`src/rtl/mc_stat_bus_ctrl_if.sv`:
```
// Byte-wide internal bus between the uart2bus bridge and the Monte-Carlo statistics controller.
// The bridge drives the master side; the controller answers on the slave side.
interface mc_stat_bus_ctrl_if #(
    parameter int ADDR_W = 16
);
    logic [ADDR_W-1:0] int_address;
    logic [7:0]        int_wr_data;
    logic              int_write;
    logic              int_read;
    logic              int_req;
    logic              int_gnt;
    logic [7:0]        int_rd_data;

    modport master (
        output int_address, int_wr_data, int_write, int_read, int_req,
        input  int_gnt, int_rd_data
    );

    modport slave (
        input  int_address, int_wr_data, int_write, int_read, int_req,
        output int_gnt, int_rd_data
    );
endinterface

```
`src/rtl/mc_stat_bus_ctrl.sv`:
```
// Register bank holding board, seed and run control for N_CH monteCarloStat engines,
// with per-channel statistics windows that snapshot coherently on a read of byte 0.
module mc_stat_bus_ctrl #(
    parameter int N_CH      = 4,
    parameter int CELLS     = 16,
    parameter int CELL_W    = 6,
    parameter int ADDR_W    = 16,
    parameter int CH_BASE   = 32,
    parameter int CH_STRIDE = 16,
    parameter int MAX_W     = 16,
    parameter int CNT_W     = 32
) (
    input  logic                    clk,
    input  logic                    rst,
    mc_stat_bus_ctrl_if.slave       bus,
    output logic [CELLS*CELL_W-1:0] board,
    output logic [7:0]              seed,
    output logic                    engine_rst,
    input  logic [N_CH*MAX_W-1:0]   max_move,
    input  logic [N_CH*CNT_W-1:0]   total_move,
    input  logic [N_CH*CNT_W-1:0]   total_trial
);

    localparam int SEED_ADDR = 16;
    localparam int CTRL_ADDR = 17;
    localparam int STAT_ADDR = 18;

    logic              gnt_q;
    logic [7:0]        rd_data_q, rd_data_d;
    logic [7:0]        seed_q, seed_d;
    logic              run_q, run_d;
    logic              clear_q, clear_d;
    logic              engine_rst_q;
    logic [CELL_W-1:0] cell_q     [CELLS];
    logic [MAX_W-1:0]  snap_max_q [N_CH];
    logic [CNT_W-1:0]  snap_tm_q  [N_CH];
    logic [CNT_W-1:0]  snap_tt_q  [N_CH];

    logic        wr_en, rd_en, cell_we, snap_en;
    logic [31:0] addr;
    logic        ch_hit;
    logic [31:0] ch_sel, ch_k;
    logic [31:0] live_max, s_max, s_tm, s_tt;
    logic [7:0]  rd_byte;

    // A read colliding with a write is dropped so the write side effects stay unambiguous.
    assign wr_en = gnt_q & bus.int_write;
    assign rd_en = gnt_q & bus.int_read & ~bus.int_write;
    assign addr  = 32'(bus.int_address);

    // NOTE: every variable assigned in a combinational block gets a default first so no latch is inferred.
    always_comb begin
        ch_hit   = 1'b0;
        ch_sel   = '0;
        ch_k     = '0;
        live_max = '0;
        s_max    = '0;
        s_tm     = '0;
        s_tt     = '0;
        for (int c = 0; c < N_CH; c++) begin
            if (addr >= 32'(CH_BASE + c*CH_STRIDE) && addr < 32'(CH_BASE + (c+1)*CH_STRIDE)) begin
                ch_hit   = 1'b1;
                ch_sel   = 32'(c);
                ch_k     = addr - 32'(CH_BASE + c*CH_STRIDE);
                live_max = 32'(max_move[c*MAX_W +: MAX_W]);
                s_max    = 32'(snap_max_q[c]);
                s_tm     = 32'(snap_tm_q[c]);
                s_tt     = 32'(snap_tt_q[c]);
            end
        end
    end

    assign snap_en = rd_en & ch_hit & (ch_k == 32'd0);

    always_comb begin
        rd_byte = 8'hFF;
        if (addr < 32'(CELLS)) begin
            for (int i = 0; i < CELLS; i++)
                if (addr == 32'(i)) rd_byte = 8'(cell_q[i]);
        end else if (addr == 32'(SEED_ADDR)) begin
            rd_byte = seed_q;
        end else if (addr == 32'(CTRL_ADDR)) begin
            rd_byte = {7'b0, run_q};
        end else if (addr == 32'(STAT_ADDR)) begin
            rd_byte = {4'(N_CH), 3'b0, run_q};
        end else if (ch_hit) begin
            // Byte 0 comes from the live value because the snapshot is only taken on this same edge.
            case (ch_k)
                32'd0:   rd_byte = live_max[7:0];
                32'd1:   rd_byte = s_max[15:8];
                32'd2:   rd_byte = s_tm[7:0];
                32'd3:   rd_byte = s_tm[15:8];
                32'd4:   rd_byte = s_tm[23:16];
                32'd5:   rd_byte = s_tm[31:24];
                32'd6:   rd_byte = s_tt[7:0];
                32'd7:   rd_byte = s_tt[15:8];
                32'd8:   rd_byte = s_tt[23:16];
                32'd9:   rd_byte = s_tt[31:24];
                default: rd_byte = 8'hFF;
            endcase
        end
    end

    always_comb begin
        rd_data_d = rd_data_q;
        seed_d    = seed_q;
        run_d     = run_q;
        clear_d   = 1'b0;
        cell_we   = 1'b0;
        if (rd_en) rd_data_d = rd_byte;
        if (wr_en) begin
            if (addr < 32'(CELLS)) begin
                cell_we = ~run_q;
            end else if (addr == 32'(SEED_ADDR)) begin
                if (!run_q) begin
                    seed_d = bus.int_wr_data;
                    if (bus.int_wr_data == 8'h00) run_d = 1'b0;
                end
            end else if (addr == 32'(CTRL_ADDR)) begin
                run_d   = bus.int_wr_data[0] & (seed_q != 8'h00);
                clear_d = bus.int_wr_data[1];
            end
        end
    end

    // NOTE: sequential state uses non-blocking assignments so every register samples pre-edge values.
    always_ff @(posedge clk or posedge rst) begin
        if (rst) begin
            gnt_q        <= 1'b0;
            rd_data_q    <= 8'hFF;
            seed_q       <= 8'h00;
            run_q        <= 1'b0;
            clear_q      <= 1'b0;
            engine_rst_q <= 1'b1;
        end else begin
            gnt_q        <= bus.int_req;
            rd_data_q    <= rd_data_d;
            seed_q       <= seed_d;
            run_q        <= run_d;
            clear_q      <= clear_d;
            engine_rst_q <= ~run_q | clear_q;
        end
    end

    // NOTE: the cell and snapshot arrays are reset because software reads them back as zero after reset.
    always_ff @(posedge clk or posedge rst) begin
        if (rst) begin
            for (int i = 0; i < CELLS; i++) cell_q[i] <= '0;
            for (int c = 0; c < N_CH; c++) begin
                snap_max_q[c] <= '0;
                snap_tm_q[c]  <= '0;
                snap_tt_q[c]  <= '0;
            end
        end else begin
            for (int i = 0; i < CELLS; i++)
                if (cell_we && addr == 32'(i)) cell_q[i] <= bus.int_wr_data[CELL_W-1:0];
            for (int c = 0; c < N_CH; c++) begin
                if (snap_en && ch_sel == 32'(c)) begin
                    snap_max_q[c] <= max_move[c*MAX_W +: MAX_W];
                    snap_tm_q[c]  <= total_move[c*CNT_W +: CNT_W];
                    snap_tt_q[c]  <= total_trial[c*CNT_W +: CNT_W];
                end
            end
        end
    end

    for (genvar i = 0; i < CELLS; i++) begin : g_board
        assign board[i*CELL_W +: CELL_W] = cell_q[i];
    end

    assign seed            = seed_q;
    assign engine_rst      = engine_rst_q;
    assign bus.int_gnt     = gnt_q;
    assign bus.int_rd_data = rd_data_q;

endmodule

```
`src/flat_wrapper.sv`:
```
// flat-port wrapper written by rule: the top's interface ports become plain ports
module mc_stat_bus_ctrl_flat 
#(
    parameter int N_CH      = 4,
    parameter int CELLS     = 16,
    parameter int CELL_W    = 6,
    parameter int ADDR_W    = 16,
    parameter int CH_BASE   = 32,
    parameter int CH_STRIDE = 16,
    parameter int MAX_W     = 16,
    parameter int CNT_W     = 32
)
  (clk, rst, board, seed, engine_rst, max_move, total_move, total_trial, bus_int_address, bus_int_wr_data, bus_int_write, bus_int_read, bus_int_req, bus_int_gnt, bus_int_rd_data);
  mc_stat_bus_ctrl_if #(.ADDR_W(ADDR_W)) bus_i ();
  input  logic clk;
  input  logic rst;
  output logic [CELLS*CELL_W-1:0] board;
  output logic [7:0] seed;
  output logic engine_rst;
  input  logic [N_CH*MAX_W-1:0] max_move;
  input  logic [N_CH*CNT_W-1:0] total_move;
  input  logic [N_CH*CNT_W-1:0] total_trial;
  input wire logic [$bits(bus_i.int_address)-1:0] bus_int_address;
  input wire logic [$bits(bus_i.int_wr_data)-1:0] bus_int_wr_data;
  input wire logic [$bits(bus_i.int_write)-1:0] bus_int_write;
  input wire logic [$bits(bus_i.int_read)-1:0] bus_int_read;
  input wire logic [$bits(bus_i.int_req)-1:0] bus_int_req;
  output wire logic [$bits(bus_i.int_gnt)-1:0] bus_int_gnt;
  output wire logic [$bits(bus_i.int_rd_data)-1:0] bus_int_rd_data;
  assign bus_i.int_address = bus_int_address;
  assign bus_i.int_wr_data = bus_int_wr_data;
  assign bus_i.int_write = bus_int_write;
  assign bus_i.int_read = bus_int_read;
  assign bus_i.int_req = bus_int_req;
  assign bus_int_gnt = bus_i.int_gnt;
  assign bus_int_rd_data = bus_i.int_rd_data;
  mc_stat_bus_ctrl #(.N_CH(N_CH), .CELLS(CELLS), .CELL_W(CELL_W), .ADDR_W(ADDR_W), .CH_BASE(CH_BASE), .CH_STRIDE(CH_STRIDE), .MAX_W(MAX_W), .CNT_W(CNT_W)) u_core (.clk(clk), .rst(rst), .bus(bus_i), .board(board), .seed(seed), .engine_rst(engine_rst), .max_move(max_move), .total_move(total_move), .total_trial(total_trial));
endmodule
```
`config.mk`:
```
export PLATFORM = sky130hd
export DESIGN_NAME = mc_stat_bus_ctrl_flat
export DESIGN_NICKNAME = d
export VERILOG_FILES = /design/src/rtl/mc_stat_bus_ctrl_if.sv /design/src/rtl/mc_stat_bus_ctrl.sv /design/src/flat_wrapper.sv
export SDC_FILE = /design/constraint.sdc
export NUM_CORES = 1
export LEC_CHECK = 0
export CAP_MARGIN = 20
export CORE_MARGIN = 1
export CORE_UTILIZATION = 50
export CTS_CLUSTER_SIZE = 28
export DETAILED_ROUTE_END_ITERATION = 16
export GPL_ROUTABILITY_DRIVEN = 0
export PLACE_DENSITY_LB_ADDON = 0.3
export SYNTH_ARGS = -nofsm -noshare
export SYNTH_HDL_FRONTEND = slang
export SYNTH_SLANG_ARGS = --single-unit
export TNS_END_PERCENT = 10
```
`constraint.sdc`:
```
create_clock -name clk -period 14.7 [get_ports clk]
set_clock_uncertainty 0.1 [all_clocks]
set_input_delay 2.205 -clock clk [delete_from_list [all_inputs] [get_ports clk]]
set_output_delay 2.205 -clock clk [all_outputs]
set_load 0.02 [all_outputs]
```
==> results.py, run 1 <==
metrics = {
    "clocking": {
        "tritoncts": "built",
        "clk_pin_slew_ns": 0.06,
        "numCtsBuffers": 43,
        "cts_sinks": 404,
        "clk_latency_ns": 0.57,
        "clk_path_buf_depth": 3,
        "cts-root-buf": "clkbuf_16",
        "cts-resized-gates": 0,
        "post_cts_buffers": 0,
        "cts_hold_buf": 0,
        "cts.htree.levels": 2,
    },
    "worst_setup_path": {
        "cp_max_fo": 66,
        "path_class": "input port to flip-flop",
        "crit_required_ns": 15.03,
        "crit_arrival_ns": 7.52,
        "r2r_start": "u_core.board[2]$_DFFE_PP0P_",
        "crit_start": "bus_int_address[3]",
        "endpoint_kind": "flip-flop",
        "crit_path_start_kind": "input port",
    },
    "drt": {
        "via_count": 17010,
        "drc": 0,
        "wl_mm": 73.5,
        "drt-pass1-iter-count": 6,
        "post_drt_wl_per_cell_um": 27.6,
        "drtIter0Drc": 1693,
        "viasPerCell": 6.39,
        "ant_nets": 0,
    },
    "timing": {
        "setup_viol": 0,
        "maxSlewViolCount": 0,
        "post-route-period-util_pct": 48.9,
        "period_needed_ns": 7.19,
        "setup_tns_ns": 0,
        "slew_headroom_pct": 26.3,
        "fmax_ghz": 0.139,
        "rsz0062_at_grt": "false",
        "worst_pin_slew_ns": 1.09,
        "hold_viol": 0,
    },
    "global_routing": {
        "met2_usage_pct": 56.4,
        "overflow": 0,
        "grtUsageTotal_pct": 35.5,
        "grt_max_degree": 144,
        "grt_pass1_wl_mm": 107,
        "met1_usage_pct": 45.9,
        "use_met3_pct": 8.49,
        "grt_pass1_vias": 16789,
        "antenna_found_initial": 13,
        "busiest_layer": "met2",
    },
    "synth": {
        "synth_ff_type": "dfrtp_1",
        "ys_warn_count": 0,
        "synth_top_family_by_area": "multiplexers",
        "syn_area_per_cell_um2": 11.9,
        "synth_fp_nets": 2049,
        "synth_edf_count": 0,
        "synth.cell_area_um2": 20100,
        "synthMuxAreaShare_pct": 23.3,
        "seq_area_frac_synth_pct": 50.3,
        "synth-compound-area-share_pct": 13.2,
        "ys_ff_latch": 404,
        "synth-simple-area-share_pct": 9.04,
        "synth_cells": 1689,
        "synthAdderAreaFrac_pct": 0.685,
        "synth_xor_xnor_area_share_pct": 0.261,
        "ys_async_sr_fraction_pct": 100,
        "synth.distinct_cells": 89,
    },
    "power_and_ir_drop": {
        "peakVddDrop_mv": 0.0842,
        "intPower_mw": 1.83,
        "power_frac_seq_pct": 47.3,
        "combPwrFrac_pct": 8.2,
        "power_frac_clock_pct": 44.4,
        "p_sw_mw": 0.537,
        "leakage_nw": 12.1,
        "power.total_mw": 2.37,
        "powerDensity_nw_per_um2": 89.5,
        "p_sw_share_pct": 22.7,
    },
    "worst_hold_path": {
        "hp-class": "flip-flop to flip-flop",
        "worstHoldStart": "u_core.clear_q$_DFF_PP0_",
    },
    "layout": {
        "areaGrowthSynthToFinish_pct": 31.7,
        "nets": 2459,
        "drive_gt1_share_pct": 19.0,
    },
    "floorplanning": {
        "die-area_um2": 41000,
        "rows": 73,
        "pin_count": 463,
        "initial_utilization_pct": 50.6,
        "core_area_um2": 39700,
        "dieHeight_um": 203,
        "die_x_um": 203,
    },
    "run": {
        "drv_cap": 0,
    },
    "place": {
        "place_hpwl_mm": 53.9,
        "portBuffers": 462,
    },
    "outcome": {
        "status": "finished, final reports clean",
    },
}
## power groups by stage
| stage | sequential [mW] | combinational (mW) | clock [mW] |
|---|---|---|---|
| CTS | 1.12 | 0.193 | 1.07 |
| global placement | 1.14 | 0.190 | 0 |
| global route | 1.12 | 0.205 | 1.10 |
| floorplan | 1.14 | 0.0557 | 0 |
| detailed placement | 1.14 | 0.193 | 0 |
| finish | 1.12 | 0.195 | 1.05 |
## cell usage in the layout, fill, tap and decap left out, drive strengths merged, types with 6 or more instances in the layout
cell | Yosys | layout
nor2b | 7 | 7
nand2b | 11 | 11
dfstp | 9 | 9
or2 | 8 | 8
o211ai | 13 | 13
and4 | 6 | 6
and2 | 7 | 7
nand3 | 26 | 26
o32ai | 10 | 10
ha | 11 | 11
or3 | 15 | 15
mux2 | 394 | 394
a211oi | 9 | 9
o21ai | 89 | 89
a31oi | 8 | 8
a21o | 9 | 9
a22oi | 8 | 8
o22ai | 11 | 11
a21oi | 75 | 75
and3 | 7 | 7
mux4 | 9 | 9
clkdlybuf4s50 | 0 | 460
a2111oi | 6 | 6
a221oi | 52 | 52
nor4 | 21 | 21
inv | 15 | 16
nor2 | 63 | 63
nand2 | 92 | 92
buf | 65 | 34
diode | 0 | 9
nand4 | 17 | 17
a32oi | 20 | 20
nor3 | 34 | 34
dfrtp | 395 | 395
clkbuf | 65 | 68
a221o | 12 | 12
## Yosys cell counts (5+ instances only)
master	number	share of area, %
a211oi_1	8	0.30
a21o_1	9	0.34
a21oi_1	72	1.8
a221o_1	12	0.60
a221oi_1	52	2.3
a22o_1	5	0.22
a22oi_1	8	0.30
a31oi_1	8	0.25
a32oi_1	20	0.87
and2_1	6	0.19
and3_1	7	0.22
and4_1	6	0.26
buf_1	12	0.22
buf_2	47	1.2
clkbuf_1	65	1.2
dfrtp_1	395	49
dfstp_2	9	1.2
ha_1	11	0.68
inv_1	15	0.28
mux2_1	140	7.8
mux2_2	254	14
mux4_2	9	1.0
nand2_1	92	1.7
nand2b_1	11	0.34
nand3_1	25	0.62
nand4_1	13	0.40
nor2_1	62	1.2
nor2b_1	7	0.22
nor3_1	32	0.80
nor4_1	20	0.62
o2111ai_1	5	0.22
o211ai_1	13	0.49
o21ai_0	88	2.2
o221ai_1	5	0.22
o22ai_1	11	0.34
o32ai_1	10	0.44
or2_2	7	0.22
or3_1	15	0.47
## worst max-delay path, cell delays in order
cell and delay [ns]:
clkdlybuf4s50_1 0.81, nor4_4 0.70, nand3_1 0.27, a21oi_4 0.17, buf_4 0.43, buf_4 0.56
a211oi_1 0.10, a311oi_1 0.47, nor3_2 0.27, nand4_4 0.25, buf_4 0.74, mux2_1 0.42
## path summary, 6_finish.rpt
check,slack [ns],cells past startpoint,endpoint
setup / recovery,7.51,12,u_core.snap_tt_q[88]$_DFFE_PP0P_
hold / removal,0.37,1,u_core.engine_rst$_DFF_PP1_
setup reg to reg,11.60,9,u_core.bus.int_rd_data[2]$_DFFE_PP1P_
hold reg to reg,0.37,1,u_core.engine_rst$_DFF_PP1_
max in group asynchronous,9.98,5,u_core.snap_tt_q[76]$_DFFE_PP0P_
min in group asynchronous,1.92,2,u_core.board[54]$_DFFE_PP0P_
## area by class of cell
class	instances	area [um^2]
Antenna cell	9	22.5
Clock buffer	67	1280
Clock inverter	7	63.8
Fill cell	2999	13300
Inverter	15	63.8
Multi-Input combinational cell	1140	9380
Sequential cell	404	10100
Tap cell	525	657
Timing Repair Buffer	495	4890
## routing by layer
layer  wire length, um  vias to the layer above
met5                56                        -
met4              3390                        8
met3              7410                      187
met2             34800                     1006
met1             27800                     8580
li1                  -                     7229
## state kept, by name (all words and copies together) (netlist names)
register,flops
u_core.snap_tt_q,128
u_core.engine_rst,1
u_core.snap_max_q,32
u_core.run_q,1
u_core.board,96
u_core.bus.int_gnt,1
u_core.bus.int_rd_data,8
u_core.clear_q,1
u_core.snap_tm_q,128
u_core.seed,8
## kinds of logic after synthesis
logic type | count (synthesis)
compound gates | 378
xor+xnor | 6
fa+ha+maj | 11
buf+inv | 145
flops | 404
mux | 407
simple gates | 338
## through the flow
stage | cells | area, um^2 | util (%) | setup WS, ns | hold slack, ns
floorplan | 1689 | 20100 | - | 1.17 | 0.310
global placement | 2575 | 25100 | 63.1 | 6.91 | 0.316
detailed placement | 2576 | 25100 | 63.1 | 6.73 | 0.332
CTS | 2650 | 26400 | 66.4 | 7.33 | 0.355
global route | 2658 | 26500 | 66.6 | 7.28 | 0.402
finish | 2662 | 26500 | 66.6 | 7.51 | 0.367
Power figures use the tool's default switching activity.
==> run 2: changes to the inputs <==
--- a/config.mk
+++ b/config.mk
@@ -7,7 +7,7 @@
 export LEC_CHECK = 0
 export CAP_MARGIN = 20
 export CORE_MARGIN = 1
-export CORE_UTILIZATION = 50
+export CORE_UTILIZATION = 46
 export CTS_CLUSTER_SIZE = 28
 export DETAILED_ROUTE_END_ITERATION = 16
 export GPL_ROUTABILITY_DRIVEN = 0
==> constraint.sdc (replaced) <==
create_clock -name clk -period 6 [get_ports clk]
set_clock_uncertainty 0.1 [all_clocks]
set_input_delay 0.9 -clock clk [delete_from_list [all_inputs] [get_ports clk]]
set_output_delay 0.9 -clock clk [all_outputs]
set_load 0.02 [all_outputs]
==> run 2 against run 1 <==
Net effect: wire length is 4.1% higher; critical path type unchanged; critical path depth is 1 higher; total power grew to 2.6 times the previous value; register-to-register slack worse by 8.7 ns; via count is 0.51% higher; clock-buffer cell count is 7 lower; sequential power is 150% higher; worst setup slack worse by 6.8 ns.
==> results.py, run 2 (synthesized netlist as in run 1, its figures left out) <==
metrics = {
    "layout": {
        "finish.instance_area_um2": 26800,
        "layout_commonest_cell": "clkdlybuf4s50_1",
        "drive_gt1_share_pct": 19.8,
        "final_util_pct": 62.3,
        "nFillCells": 3411,
        "nets": 2476,
        "areaGrowthSynthToFinish_pct": 33.5,
        "final_cell_mix": "460 x clkdlybuf4s50_1, 395 x dfrtp_1, 254 x mux2_2",
    },
    "worst_setup_path": {
        "crit_path_start_kind": "input port",
        "slowest_delay_ns": 0.71,
        "cp_num_buf_inv": 3,
        "path_cells": "clkdlybuf4s50_1 > inv_1 > ha_1 > nor4bb_1 > nand4_2 > and2_1 > and2_2 > buf_4 > a221oi_1 > nor4_1 > a211o_1 > a2111oi_2 > a21oi_1",
        "cp_top_family": "compound AO/OA/AOI/OAI gates",
        "rrSetupSlack_ns": 2.92,
        "endpoint_kind": "flip-flop",
        "crit_arrival_ns": 5.71,
        "crit_required_ns": 6.40,
        "path_class": "input port to flip-flop",
        "cp_slowest_cell": "a221oi_1",
        "cp_max_fo": 27,
    },
    "timing": {
        "maxSlewViolCount": 0,
        "fin_hold_ws_ns": 0.343,
        "hold_viol": 0,
        "fmax_ghz": 0.188,
        "worst_pin_slew_ns": 1.09,
        "worst_slack_ns": 0.689,
        "slew_headroom_pct": 27.6,
        "period_needed_ns": 5.31,
        "rsz0062_at_grt": "false",
        "post-route-period-util_pct": 88.5,
        "setup_viol": 0,
    },
    "power_and_ir_drop": {
        "powerDensity_nw_per_um2": 225,
        "power.total_mw": 6.04,
        "leakage_nw": 12.3,
        "power_frac_seq_pct": 45.5,
        "power_frac_clock_pct": 46.4,
        "p_sw_share_pct": 23.3,
        "p_sw_mw": 1.41,
        "peakVddDrop_mv": 0.227,
        "intPower_mw": 4.63,
        "combPwrFrac_pct": 8.1,
    },
    "floorplanning": {
        "rows": 76,
        "initial_utilization_pct": 46.7,
        "dieHeight_um": 211,
        "pin_count": 463,
        "die_x_um": 211,
        "core_area_um2": 43100,
        "die-area_um2": 44500,
    },
    "worst_hold_path": {
        "hp-class": "flip-flop to flip-flop",
    },
    "clocking": {
        "post_cts_buffers": 0,
        "cts_hold_buf": 0,
        "clk_path_buf_depth": 3,
        "cts.htree.levels": 2,
        "clk_pin_slew_ns": 0.06,
        "cts-resized-gates": 0,
        "cts_sinks": 404,
        "tritoncts": "built",
        "numCtsBuffers": 44,
        "clk_latency_ns": 0.59,
        "cts-root-buf": "clkbuf_16",
    },
    "place": {
        "place_ws_ns": 0.297,
        "postPlaceCellArea_um2": 25400,
        "portBuffers": 462,
        "place_hpwl_mm": 56.6,
    },
    "drt": {
        "post_drt_wl_per_cell_um": 27.9,
        "wl_mm": 76.5,
        "drtIter0Drc": 2158,
        "ant_nets": 0,
        "drt-pass1-iter-count": 8,
        "viasPerCell": 6.24,
        "via_count": 17097,
        "drc": 0,
    },
    "outcome": {
        "status": "finished, final reports clean",
    },
    "global_routing": {
        "overflow": 0,
        "grt_max_degree": 133,
        "grtUsageTotal_pct": 34.3,
        "grt_pass1_wl_mm": 112,
        "antenna_found_initial": 9,
        "grt_pass1_vias": 17103,
    },
    "run": {
        "drv_cap": 0,
    },
}
==> run 2: layout make-up <==
class	count	area (um^2)	share of cell area (%)
antenna	5	12.5	0.0466
clock buffer	60	1210	4.51
clock inverter	19	258	0.960
inverter	15	60.1	0.224
multi-input combinational	1140	9380	34.9
sequential	404	10100	37.7
tap	585	732	2.73
timing repair buffer	511	5070	18.9
==> run 2: path summary, 6_finish.rpt <==
kind | depth (start not counted) | to | from
max | 13 | u_core.bus.int_rd_data[5]$_DFFE_PP1P_ | bus_int_address[6]
max reg2reg | 9 | u_core.bus.int_rd_data[2]$_DFFE_PP1P_ | u_core.board[20]$_DFFE_PP0P_
min reg2reg | 1 | u_core.engine_rst$_DFF_PP1_ | u_core.clear_q$_DFF_PP0_
min | 1 | u_core.engine_rst$_DFF_PP1_ | u_core.clear_q$_DFF_PP0_
min in group asynchronous | 2 | u_core.snap_max_q[27]$_DFFE_PP0P_ | rst
max in group asynchronous | 3 | u_core.snap_tm_q[117]$_DFFE_PP0P_ | rst
==> run 2: through the flow <==
stage	instances	setup TNS, ns
finish	2739	0
global route	2738	0
CTS	2734	0
detailed placement	2655	0
global placement	2655	0
floorplan	1689	-171.58
==> run 2: metal layers <==
| metal | routed length, um | global-route usage (%) | vias up |
|---|---|---|---|
| met5 | 39 | 0 | - |
| met4 | 2870 | 13.0 | 8 |
| met3 | 6970 | 7.20 | 161 |
| met2 | 36000 | 54.5 | 1029 |
| met1 | 30700 | 46.2 | 8670 |
| li1 | - | - | 7229 |
==> run 2: power groups by stage <==
stage               Clock [mW]  Combinational [mW]  Sequential (mW)
detailed placement           0               0.485             2.80
global placement             0               0.480             2.80
CTS                       2.83               0.486             2.75
global route              2.93               0.513             2.75
floorplan                    0               0.137             2.80
finish                    2.81               0.488             2.75
